**src/rtl/srt_radix2_core.sv**
```systemverilog
// Sequential radix-2 SRT mantissa divider: prenormalizes subnormal operands, retires one
// {-1,0,+1} digit per cycle with on-the-fly conversion, then corrects by the remainder sign.
module srt_radix2_core #(
  parameter int MAN_W = 25,
  parameter int Q_W   = 27
) (
  input  logic             clk,
  input  logic             rst,
  input  logic             start,
  input  logic [MAN_W-1:0] x_man,
  input  logic [MAN_W-1:0] d_man,
  input  logic [7:0]       exp_in,
  input  logic             sign_in,
  output logic             busy,
  output logic             done,
  output logic [Q_W-1:0]   q_man,
  output logic             sticky,
  output logic [7:0]       exp_out,
  output logic             sign_out,
  output logic [4:0]       x_lz,
  output logic [4:0]       d_lz,
  output logic             div_by_zero,
  output logic             zero_result
);

  // Residual: 4 integer bits (incl. sign) and MAN_W-1 fraction bits.
  localparam int W_W   = MAN_W + 3;
  localparam int F_W   = W_W - 4;
  localparam int CNT_W = $clog2(Q_W);
  localparam int HB    = MAN_W - 2;

  typedef enum logic [1:0] {IDLE, PRENORM, ITER, FIX} state_t;

  state_t                state, next_state;
  logic [MAN_W-1:0]      x_sh, d_sh;
  logic signed [W_W-1:0] w, dw;
  logic [Q_W-1:0]        q_reg, qm_reg;
  logic [CNT_W-1:0]      cnt;

  logic signed [W_W-1:0] two_w, w_next, rem;
  logic signed [4:0]     est;
  logic                  q_pos, q_neg, special;

  assign special = (x_man == '0) || (d_man == '0);

  always_ff @(posedge clk or posedge rst) begin
    if (rst) state <= IDLE;
    else     state <= next_state;
  end

  always_comb begin
    next_state = state;
    case (state)
      IDLE:    if (start) next_state = special ? FIX : PRENORM;
      PRENORM: if (x_sh[HB] && d_sh[HB]) next_state = ITER;
      ITER:    if (cnt == '0) next_state = FIX;
      FIX:     next_state = IDLE;
      default: next_state = IDLE;
    endcase
  end

  always_comb begin
    busy = (state != IDLE);
  end

  // Digit selection looks only at the integer bits plus one fraction bit of 2w.
  always_comb begin
    two_w  = w <<< 1;
    est    = two_w[W_W-1:F_W-1];
    q_pos  = (est >= 5'sd2);
    q_neg  = (est <= -5'sd3);
    w_next = two_w;
    if (q_pos)      w_next = two_w - dw;
    else if (q_neg) w_next = two_w + dw;
    rem = w[W_W-1] ? (w + dw) : w;
  end

  always_ff @(posedge clk or posedge rst) begin
    if (rst) begin
      x_sh        <= '0;
      d_sh        <= '0;
      w           <= '0;
      dw          <= '0;
      q_reg       <= '0;
      qm_reg      <= '0;
      cnt         <= '0;
      done        <= 1'b0;
      q_man       <= '0;
      sticky      <= 1'b0;
      exp_out     <= '0;
      sign_out    <= 1'b0;
      x_lz        <= '0;
      d_lz        <= '0;
      div_by_zero <= 1'b0;
      zero_result <= 1'b0;
    end else begin
      done <= (state == FIX);
      case (state)
        IDLE: if (start) begin
          x_sh        <= x_man;
          d_sh        <= d_man;
          exp_out     <= exp_in;
          sign_out    <= sign_in;
          x_lz        <= '0;
          d_lz        <= '0;
          q_man       <= '0;
          sticky      <= 1'b0;
          div_by_zero <= (d_man == '0);
          zero_result <= (x_man == '0) && (d_man != '0);
          w           <= '0;
          dw          <= '0;
          q_reg       <= '0;
          qm_reg      <= '0;
        end
        PRENORM: begin
          if (x_sh[HB] && d_sh[HB]) begin
            w   <= {{(W_W-MAN_W){1'b0}}, x_sh};
            dw  <= {{(W_W-MAN_W-1){1'b0}}, d_sh, 1'b0};
            cnt <= CNT_W'(Q_W - 1);
          end else begin
            if (!x_sh[HB]) begin
              x_sh <= x_sh << 1;
              x_lz <= x_lz + 5'd1;
            end
            if (!d_sh[HB]) begin
              d_sh <= d_sh << 1;
              d_lz <= d_lz + 5'd1;
            end
          end
        end
        ITER: begin
          w   <= w_next;
          cnt <= cnt - 1'b1;
          // QM tracks Q-1 so a -1 digit never needs a borrow chain.
          if (q_pos) begin
            q_reg  <= {q_reg[Q_W-2:0], 1'b1};
            qm_reg <= {q_reg[Q_W-2:0], 1'b0};
          end else if (q_neg) begin
            q_reg  <= {qm_reg[Q_W-2:0], 1'b1};
            qm_reg <= {qm_reg[Q_W-2:0], 1'b0};
          end else begin
            q_reg  <= {q_reg[Q_W-2:0], 1'b0};
            qm_reg <= {qm_reg[Q_W-2:0], 1'b1};
          end
        end
        FIX: begin
          q_man  <= w[W_W-1] ? qm_reg : q_reg;
          sticky <= (rem != '0);
        end
        default: ;
      endcase
    end
  end

endmodule

```
**config.mk**
```make
export PLATFORM = sky130hd
export DESIGN_NAME = srt_radix2_core
export DESIGN_NICKNAME = d
export VERILOG_FILES = /design/src/rtl/srt_radix2_core.sv
export SDC_FILE = /design/constraint.sdc
export NUM_CORES = 1
export LEC_CHECK = 0
export BUFFER_PORTS_ARGS = -buffer_cell sky130_fd_sc_hd__buf_2
export CAP_MARGIN = 20
export CORE_MARGIN = 4
export CORE_UTILIZATION = 50
export DETAILED_ROUTE_END_ITERATION = 6
export GPL_TIMING_DRIVEN = 0
export PLACE_DENSITY = 0.66
export SYNTH_ARGS = -nofsm -noshare
export SYNTH_HDL_FRONTEND = slang
export SYNTH_SLANG_ARGS = --single-unit
```
**constraint.sdc**
```tcl
create_clock -name clk -period 9.3 [get_ports clk]
set_input_delay 0.93 -clock clk [delete_from_list [all_inputs] [get_ports clk]]
set_output_delay 0.93 -clock clk [all_outputs]
set_load 0.03 [all_outputs]
```
==> impl_metrics.toml <==
[yosys]
ys_seq_elements = 214
yosysMostFrequentCell = "nand2_1"
syn-instance-count = 1691
ys_seq_area_share_pct = 37.5
async_flop_share_pct = 100
synth_common_cells = "220 x nand2_1, 214 x dfrtp_1, 172 x o21ai_0"
yosysWarnings = 0
synth_area_um2 = 14300
ys_types = 82
synth_top_flop_cell = "dfrtp_1"
ys_top_cells_by_area = "dfrtp_1 37%, ha_1 7.3%, o21ai_0 6.0%"
syn_avg_cell_area_um2 = 8.45
synth_nets = 1839
synth_edf_count = 0
netlist.area_leader.share_pct = 37.5
synth_area_leader_cell = "dfrtp_1"

[run]
max-cap-violations = 0

[clock_network]
cts.sinks = 214
cts_setup_buffers = 0
clk_latency_ns = 0.53
cts-root-buf = "clkbuf_16"
cts_buffer_depth = 3
cts_tree = "done"
cts_buffers = 24
cts_max_level = 1
post_cts_resized = 0
ctsHoldBuffers = 0
path_clk_slew_ns = 0.07

[placed_design]
dp_hpwl_um = 35100
dp.cells = 2183
place.gp.congestion = 0.997
place_ws_ns = 5.80
port_buffers = 112

[setup_path]
required_ns = 9.70
critPathKind = "flip-flop to flip-flop"
r2r_cells = 11
cp_max_fo = 6
reg2reg_slack_ns = 5.72
startpoint_type = "flip-flop"
worstPathArrival_ns = 3.98
endpoint_kind = "flip-flop"

[status]
outcome = "finished clean"

[global_routing]
grt_pass1_wl_um = 71600
grt_usage_pct = 28.7
grt_max_degree = 113
grt_pass1_vias = 12700
gr-total-overflow = 0
antenna_found_initial = 0

[drt]
vias_per_cell = 6.12
vias = 13600
wirelength_um = 45800
ant_nets = 0
first_iter_violations = 1196
drc = 0
wire_per_inst_um = 20.6
dr.pass1.iters = 6

[final_layout]
final_core_util_pct = 57.7
drive_above_1_share_pct = 10.5
largest_reg_flops = 28
fillCellCount = 2654
regArea_um2 = 5360
nets = 1980
fin_cells = 2227
syn2layout_area_growth_pct = 13.1
n_antenna_cell = 0
multiInputGateArea_um2 = 8280
top_register = "w"

[power_and_ir_drop]
power_w = 0.00631
p_per_area_nw_per_um2 = 390
p_leak_nw = 7.32
peakVddDrop_mv = 0.245

[floorplanning]
core_um2 = 28000
chipHeight_um = 177
die_area_um2 = 31300
core.rowCount = 61
die_w_um = 177
start_util_pct = 51.0
io_pins = 113

[timing]
timing.final.crit_share_pct = 38.5
fin_crit_ns = 3.58
fin_setup_tns_ns = 0
final_hold_viol_count = 0
drv_slew = 0
max_freq_mhz = 279
rsz0062_at_grt = "false"
setup_ws_ns = 5.72
relSlewSlack_pct = 37.6
worstMarginPinSlew_ns = 0.936
setup_viol = 0
skew_ns = 0.0268

[min_path]
min_path_type = "flip-flop to flip-flop"
hold_depth = 2
-- final timing paths --
check                          start          to
hold reg to reg            q_man[15]   q_man[15]
max in group asynchronous        rst        w[2]
hold / removal             q_man[15]   q_man[15]
setup reg to reg                w[1]       w[25]
min in group asynchronous        rst  exp_out[4]
setup / recovery                w[1]       w[25]
-- per-layer routing --
| layer | wire length (um) | track usage [%] | up-vias |
|---|---|---|---|
| li1 | - | - | 6467 |
| met1 | 21200 | 43.5 | 6516 |
| met2 | 19700 | 43.4 | 580 |
| met3 | 3750 | 4.55 | 77 |
| met4 | 1120 | 6.87 | 0 |
| met5 | 0 | 0 | - |
-- per-stage QoR --
stage               hold slack, ns  instance area (um^2)
global placement             0.457                 15300
CTS                          0.478                 16200
floorplan                    0.449                 14300
finish                       0.475                 16200
global route                 0.494                 16200
detailed placement           0.465                 15400
-- layout make-up --
cell class,count,share of cell area [%]
Clock buffer,37,4.45
Inverter,58,1.39
Multi-Input combinational cell,1307,51.2
Tap cell,378,2.93
Clock inverter,6,0.426
Sequential cell,214,33.1
Buffer,112,2.69
Timing Repair Buffer,115,3.75
-- cell usage in the layout, fill, tap and decap left out, drive strengths merged, types with 30 or more instances in the layout --
cell type / synthesis / layout
nor2: 147 / 147
nand3: 30 / 30
clkbuf: 89 / 126
o22ai: 36 / 36
a21oi: 132 / 132
inv: 58 / 58
mux2i: 84 / 84
ha: 83 / 83
o21ai: 184 / 184
nand2: 220 / 220
dfrtp: 214 / 214
buf: 23 / 137
-- logic make-up (layout without fill, tap and decap cells) --
logic type / Yosys count / count (layout) / synth area share [%]
AOI/OAI and AO/OA: 564 / 564 / 25.2
muxes: 94 / 94 / 6.67
xor gates and xnor gates: 20 / 20 / 1.23
DFF: 214 / 214 / 37.5
buffers and inverters: 170 / 328 / 4.57
and+or+nand+nor: 543 / 543 / 17.2
adders and majority gates: 86 / 86 / 7.69
-- worst max-delay path, cell delays in order (launching register included) --
cell,delay (ns)
dfrtp_1,0.48
inv_1,0.14
fa_1,0.48
nor2_1,0.21
o21ai_1,0.15
a311oi_1,0.43
o2111ai_1,0.22
o2bb2ai_1,0.27
o21ai_1,0.41
a21oi_1,0.18
and3_1,0.22
a221o_1,0.28
-- power breakdown --
group | leakage [nW] | internal [W] | switching, W | total [W]
combinational | 4.17 | 0.00125 | 0.00245 | 0.00370
clock | 0.386 | 0.000559 | 0.000381 | 0.000941
sequential | 2.76 | 0.00127 | 0.000400 | 0.00167
total | 7.32 | 0.00308 | 0.00323 | 0.00631
Note: power is estimated with default switching activity, not from simulation.
